## config.mk

```make
export PLATFORM = sky130hd
export DESIGN_NAME = sweep_arbiter
export DESIGN_NICKNAME = d
export VERILOG_FILES = /design/src/rtl/sweep_arbiter.sv
export SDC_FILE = /design/constraint.sdc
export NUM_CORES = 1
export LEC_CHECK = 0
export CAP_MARGIN = 15
export CELL_PAD_IN_SITES_DETAIL_PLACEMENT = 1
export CELL_PAD_IN_SITES_GLOBAL_PLACEMENT = 1
export CORE_UTILIZATION = 33
export DETAILED_ROUTE_END_ITERATION = 12
export GPL_ROUTABILITY_DRIVEN = 0
export MAX_ROUTING_LAYER = met4
export PLACE_DENSITY = 0.83
export SYNTH_ARGS = -nofsm -noshare
export SYNTH_HDL_FRONTEND = slang
export SYNTH_SLANG_ARGS = --single-unit
```

## constraint.sdc

```tcl
create_clock -name clockSweep -period 4.2 [get_ports clockSweep]
set_clock_uncertainty 0.15 [all_clocks]
set_input_delay 0.84 -clock clockSweep [delete_from_list [all_inputs] [get_ports clockSweep]]
set_output_delay 0.84 -clock clockSweep [all_outputs]
set_load 0.005 [all_outputs]
```

## src/rtl/sweep_arbiter.sv

```systemverilog
// Sweep arbiter: round-robin arbitration between two requesters. The winner
// gets an address sweep from its start address to its end address, one beat
// per downstream handshake. Addresses wrap modulo 2^ADDR_WIDTH.
module sweep_arbiter #(
    parameter int ADDR_WIDTH = 4
) (
    input  logic                  clockSweep,
    input  logic                  resetSweep,
    input  logic                  reqA,
    input  logic                  reqB,
    input  logic [ADDR_WIDTH-1:0] startA,
    input  logic [ADDR_WIDTH-1:0] startB,
    input  logic [ADDR_WIDTH-1:0] endA,
    input  logic [ADDR_WIDTH-1:0] endB,
    input  logic                  readyIn,
    output logic [ADDR_WIDTH-1:0] addressSweep,
    output logic                  validSweep,
    output logic                  ownerSweep,
    output logic                  grantA,
    output logic                  grantB,
    output logic                  doneA,
    output logic                  doneB,
    output logic                  busySweep
);

    localparam logic [1:0] IDLE  = 2'd0;
    localparam logic [1:0] SETUP = 2'd1;
    localparam logic [1:0] RUN   = 2'd2;
    localparam logic [1:0] DONE  = 2'd3;

    logic [1:0]            r_state;
    logic [ADDR_WIDTH-1:0] r_addr;
    logic [ADDR_WIDTH-1:0] r_end;
    logic                  r_owner;
    logic                  r_lastB;

    logic                  w_anyReq;
    logic                  w_pickB;
    logic                  w_beatTaken;
    logic                  w_lastBeat;

    // Arbitration choice and beat bookkeeping, evaluated every cycle
    always_comb begin
        w_anyReq    = reqA | reqB;
        w_pickB     = reqB & (~reqA | ~r_lastB);
        w_beatTaken = (r_state == RUN) & readyIn;
        w_lastBeat  = w_beatTaken & (r_addr == r_end);
    end

    // Sweep state machine; reset aborts any sweep and restores "last served = B"
    always_ff @(posedge clockSweep) begin
        if (!resetSweep) begin
            r_state <= IDLE;
            r_addr  <= '0;
            r_end   <= '0;
            r_owner <= 1'b0;
            r_lastB <= 1'b1;
        end else begin
            case (r_state)
                IDLE: begin
                    if (w_anyReq) begin
                        r_owner <= w_pickB;
                        r_addr  <= w_pickB ? startB : startA;
                        r_end   <= w_pickB ? endB : endA;
                        r_state <= SETUP;
                    end
                end
                SETUP: begin
                    r_state <= RUN;
                end
                RUN: begin
                    if (w_lastBeat) begin
                        r_state <= DONE;
                    end else if (w_beatTaken) begin
                        r_addr <= r_addr + 1'b1;
                    end
                end
                DONE: begin
                    r_lastB <= r_owner;
                    r_state <= IDLE;
                end
                default: begin
                    r_state <= IDLE;
                end
            endcase
        end
    end

    // Outputs decode directly from the registered state and owner
    always_comb begin
        addressSweep = r_addr;
        ownerSweep   = r_owner;
        validSweep   = (r_state == RUN);
        busySweep    = (r_state != IDLE);
        grantA       = busySweep & ~r_owner;
        grantB       = busySweep & r_owner;
        doneA        = (r_state == DONE) & ~r_owner;
        doneB        = (r_state == DONE) & r_owner;
    end

endmodule

```

# [Yosys cells after proc, flatten, opt, wreduce, memory -nomap -nowiden]
# Index checks and enable logic that the tools add are counted.
[op_classes] bitwise_logic=12 n_reduce_logical=6 muxes=9 n_eq_ne=8 add_sub_neg=1
[op_table] cell="4-bit two-way mux" n=5
[op_table] cell="2-bit case mux with 4 select lines" n=1
[op_table] cell="4-bit case mux with 2 select lines" n=1
[op_table] cell="1-bit AND" n=7
[op_table] cell="4-bit by 1-bit adder with 4-bit output (second input constant)" n=1
[op_table] cell="2-bit equality test (second input constant)" n=2
[op_table] cell="4-bit equality test" n=1
[op_table] cell="2-bit two-way mux" n=2
[op_table] cell="2-bit by 1-bit != test with 1-bit output (second input constant)" n=2
[op_table] cell="2-bit != test (second input constant)" n=2
[op_table] cell="2-bit AND reduction" n=2
[op_table] cell="4-bit AND reduction" n=1
[op_table] cell="2-bit nonzero test" n=2
[op_table] cell="1-bit inverter" n=3
[op_table] cell="2-bit by 1-bit equality test with 1-bit output (second input constant)" n=1
[op_table] cell="2-bit zero test" n=1
[op_table] cell="1-bit bitwise OR" n=2
[totals] output_inout_bits=11 register_bits=12

# [Depth between registers and ports, before layout]
[depth] depth_word=6 depth_mapped=7 depth_no_buf=6

# [Worst setup path after synthesis]
# Ideal clock, no wire load.
[synth_path] kind="flip-flop to output port" from="register r_state[0]" to="output grantB" path_stages_with_launch=4 arrival_ns=0.875 slack_ns=2.335 path_cell_list="dfxtp_1 inv_1 ha_1 and2b_2"
[synth_via] elab_chain_cells=2
[synth_rtl] item="start: declaration" line_no="31" text="logic [1:0] r_state;"
[synth_rtl] item="start signal: assignment" line_no="53" text="r_state <= IDLE;"
[synth_rtl] item="start signal: assignment" line_no="65" text="r_state <= SETUP;"
[synth_rtl] item="start signal: assignment" line_no="69" text="r_state <= RUN;"
[synth_rtl] item="2-bit nonzero test" line_no="94" text="busySweep = (r_state != IDLE);"
[synth_rtl] item="1-bit AND" line_no="96" text="grantB = busySweep & r_owner;"
[synth_rtl] item="end: declaration" line_no="20" text="output logic grantB,"
# No other way between the ends.

# [Worst setup path after layout]
# Same ends and word-level chain as after synthesis.

==> metrics <==
total core area=2300 sq um; clock slew at the register clock pins of the worst setup and hold paths=0.08 ns; worst reg2reg path depth=6; Starting Density=0.364; hold endpoint=r_state[1]; vias per cell=5.34; DRT antenna net count=0; Async S/R FF share, synth=0; Port-buffer cells=31; Setup Fix Bufs, Post-CTS=0; top_reg_cell synth=dfxtp_1; largest net degree at the start of global routing=17; DR pass1 iterations=3; status=complete, no violations; top post-synthesis cells by count=nand2_1 (14), dfxtp_1 (12), mux2i_1 (11), inv_1 (5); crit share post-route=0.652; cts bufs inserted=3; minimum clock period=2.74 ns; Layout Utilization=0.522; critical setup path kind=register to primary output; Pins Over Slew Limit=0; NumNets Final=152; Mapped Nets=118; hpwl dp=1.74 mm; sequential share of power=0.317; htree depth=1; sw power=257 uW; Area contributors post-synth=dfxtp_1 (29%), mux2i_1 (13%), nand2_1 (6.3%), ha_1 (6.0%), o211a_1 (4.8%); Post-synth EDFFs=0; Pwr Density=537 nW/um^2; syn_area_per_cell=9.00 sq um; vias in the first global route=752; Clock Tree Root=clkbuf_4; Worst R2R End=addressSweep[0]; Reg2Reg Setup Slack=2.30 ns; CTS tree=done; clk_lat worst skew=0.27 ns; Peak Freq=365 MHz; initial antenna violation count=0; share of layout cells above drive strength 1=0.0952; synthesized cell area=837 sq um; FF-to-FF Start=r_state[0]; Crit path required time=3.21 ns; clock sinks=12; first-pass GRT wire length=3.42 mm; Gate Count Post-Synth=93; Setup Slack @ Placement=1.69 ns; grt ovf=0; post-CTS sizing=0; area leader, netlist=dfxtp_1; Iteration-0 DRC Markers=14; Layout area overhead=43.3%; Synth top area share=0.287; Yosys cell types=35; Seq cells post-synth=12; I/O pins=32; post-synthesis sequential area ratio=0.287; Fin. Hold Viols=0; leakage power=0.000514 uW; final setup TNS=0 ns; YS warnings=0; Max transition margin=0.593; Clk network pwr share=0.145; vias post-DR=822; worst slew pin tran=0.608 ns; Layout Cells excl Fill=154; RSZ-0062 raised after global routing=no; final wirelength=2.24 mm; crit start category=register; height of the chip=52.4 microns; Routed WL per cell=14.5 microns; final worst slack=1.46 ns; drc violations=0; Max Cap Violations=0; clock tree buffer depth=2; Net Sw Frac=0.399; Hold WC Path Type=register to register; cts hold-fix bufs=0; Die Area=2740 sq um; placed insts=150; CP arrival=1.75 ns; crit-path max FO=8; most frequent cell after synthesis=nand2_1; WHS Path Cells=2; CP Capture Type=primary output; GR Util All Layers=0.176; min-delay src=r_state[1]; Die W=52.4 microns; maximum vdd ir drop=0.000307 V; Combinational Power Share=0.538; antenna diode count=0; row cnt=17; final setup vio count=0; Int Power=388 uW
-- kinds of logic (layout without fill, tap and decap cells) --
group	count (synthesis)	after routing	synth area share
compound gates	20	20	0.205
xor+xnor	4	4	0.0508
fa+ha+maj	4	4	0.0598
buf+inv	8	41	0.0538
flops	12	12	0.287
mux	11	11	0.132
simple gates	34	34	0.212
-- routing by layer --
layer,global-route usage,share of wire
met3,0.0435,0.038
met4,0.0351,0
met5,-,0
met2,0.300,0.49
met1,0.211,0.47
-- worst max-delay path, cell delays in order, from the launching register on --
cell,delay (ns)
dfxtp_1,0.37
inv_1,0.08
ha_1,0.30
and2b_2,0.24
clkdlybuf4s50_1,0.49
-- placed cells by master, fill, tap and decap left out, types with 2 or more instances in the layout --
| cell | count |
|---|---|
| o211a_1 | 4 |
| nand3_1 | 3 |
| nor2_1 | 4 |
| clkbuf_4 | 3 |
| o31ai_1 | 2 |
| nand2b_1 | 2 |
| inv_1 | 5 |
| xnor2_1 | 3 |
| mux2i_1 | 11 |
| nand2_1 | 14 |
| and2_1 | 2 |
| clkdlybuf4s50_1 | 31 |
| dfxtp_1 | 12 |
| nor3b_1 | 2 |
| o21ai_2 | 2 |
| and3_1 | 2 |
| o221ai_1 | 2 |
| ha_1 | 4 |
-- power groups by stage --
stage | sequential (uW) | clock, uW | combinational (uW)
2_1_floorplan | 195 | 0 | 223
3_3_place_gp | 203 | 0 | 334
3_5_place_dp | 207 | 0 | 349
4_1_cts | 204 | 97.3 | 351
5_1_grt | 211 | 103 | 380
6_report | 204 | 93.7 | 347
-- stage by stage --
step	hold slack, ns	area (sq um)	total power, uW
after floorplan	0.286	837	418
after global placement	0.328	1160	537
after detailed placement	0.335	1160	557
after CTS	0.356	1200	652
after global routing	0.386	1200	694
final	0.359	1200	645
-- worst max-delay path by stage --
| stage | start | end | slack [ns] | depth (start not counted) |
|---|---|---|---|---|
| after floorplan | r_state[0] | grantB | 2.34 | 3 |
| after global placement | reqB | addressSweep[2] | 1.80 | 6 |
| after detailed placement | reqB | r_end[2] | 1.69 | 6 |
| after CTS | r_state[0] | grantB | 1.46 | 4 |
| after global routing | r_state[1] | grantB | 1.39 | 4 |
| final | r_state[0] | grantB | 1.46 | 4 |
-- final cells by class --
class / count / area (sq um)
inverter: 5 / 18.8
multi-input combinational: 73 / 552
fill: 287 / 1100
clock buffer: 4 / 36.3
tap: 28 / 35.0
timing repair buffer: 32 / 318
sequential: 12 / 240
-- flip-flops by register name, indices dropped and copies added (netlist names) --
signal and flops:
r_lastB 1, ownerSweep 1, addressSweep 4, r_state 2, r_end 4
Note: power is estimated with default switching activity, not from simulation.
==> variant, RTL diff (same flow settings) <==
`ADDR_WIDTH`: 4 -> 2.
--- a/src/rtl/sweep_arbiter.sv
+++ b/src/rtl/sweep_arbiter.sv
@@ -2,7 +2,7 @@
 // gets an address sweep from its start address to its end address, one beat
 // per downstream handshake. Addresses wrap modulo 2^ADDR_WIDTH.
 module sweep_arbiter #(
-    parameter int ADDR_WIDTH = 4
+    parameter int ADDR_WIDTH = 2
 ) (
     input  logic                  clockSweep,
     input  logic                  resetSweep,
Ports: changed (5 resized); port bits go from 32 to 22. The function was not compared with the original's and may differ.
==> variant against the original RTL <==
  * The flow now finishes with violations (design-rule violations)
  * Synthesized area shrank 32%
  * Synthesized cell count shrank 30%
  * Power shrank 32%
  * Largest power group unchanged
  * Highest routed layer is now met4
  * Setup slack gained 49 ps
  * Sequential share of layout area shrank 0.39 points
  * Routed wire length shrank 36%
  * Design area shrank 32%
  * Sequential cell count shrank 4
==> variant: results (changes against the original RTL) <==
metric,value,unit,change
gr-usage-met3,3.75,%,-0.60 points
grt_usage,17.7,%,+0.085 points
drc,8,,+8
fill_cells,191,,-33%
grtUsageMet2,27.0,%,-3.0 points
globalRouteMet1Util,22.7,%,+1.6 points
p_sw,168,uW,-35%
power_switching_share,38.4,%,-1.4 points
post_dp_cell_area,793,um^2,-32%
muxShareOfSynthArea,10.8,%,-2.3 points
synth_compound_area_share,22.5,%,+2.0 points
finalCritPeriodShare,64.0,%,-1.2 points
met3_length,50,um,-42%
syn-num-nets,82,,-31%
first_pass_iters,8,,+5
crit_arrival,1700,ps,-50 ps
synth.avg_cell_area,8.72,um^2,-3.1%
violations,design-rule violations,,
peakVddDrop,0.286,mV,-6.9%
synth_most_common_cell,dfxtp_1,,
wirelength,1420,um,-36%
reg2reg_slack,2280,ps,-20 ps
synthAdderAreaFrac,8.83,%,+2.9 points
drive_gt1_share,9.09,%,-0.43 points
status,"complete, but fails checks",,
io_buffers,21,,-32%
first_global_vias,542,,-28%
grt_pass1_wl,2350,um,-31%
synth_common_cells,"8 x dfxtp_1, 6 x inv_1, 6 x nand2_1",,
wl_met2,662,um,-40%
dp.cells,101,,-33%
timing.slew.headroom,76.7,%,+17 points
synth_seq_area_share,28.3,%,-0.44 points
synth_xor_area_share,3.09,%,-2.0 points
nNetsFinal,107,,-30%
dp_hpwl,1130,um,-35%
power_frac_clock,14.8,%,+0.3 points
worstPathMaxFanout,7,,-1
clkTransAtPathRegs,60,ps,-20 ps
ys_top_cells_by_area,"dfxtp_1 28%, ha_1 8.8%, mux2i_1 8.8%, inv_1 4.0%, nand2_1 4.0%",,
variant: worst min-delay path by stage:
stage / start / to / depth (start not counted)
detailed placement: r_state[0]$_SDFFE_PN0P_ / r_state[0]$_SDFFE_PN0P_ / 1
global route: r_state[0]$_SDFFE_PN0P_ / r_state[0]$_SDFFE_PN0P_ / 1
finish: r_state[1]$_SDFFE_PN0P_ / r_state[1]$_SDFFE_PN0P_ / 2
global placement: r_state[0]$_SDFFE_PN0P_ / r_state[0]$_SDFFE_PN0P_ / 1
floorplan: r_state[1]$_SDFFE_PN0P_ / r_state[1]$_SDFFE_PN0P_ / 2
CTS: r_state[1]$_SDFFE_PN0P_ / r_state[1]$_SDFFE_PN0P_ / 2
variant: cell type report:
type	count	share of cell area [%]
Tap cell	16	2.45
Multi-Input combinational cell	50	46.6
Sequential cell	8	19.6
Inverter	6	2.76
Clock buffer	3	2.76
Timing Repair Buffer	21	25.8
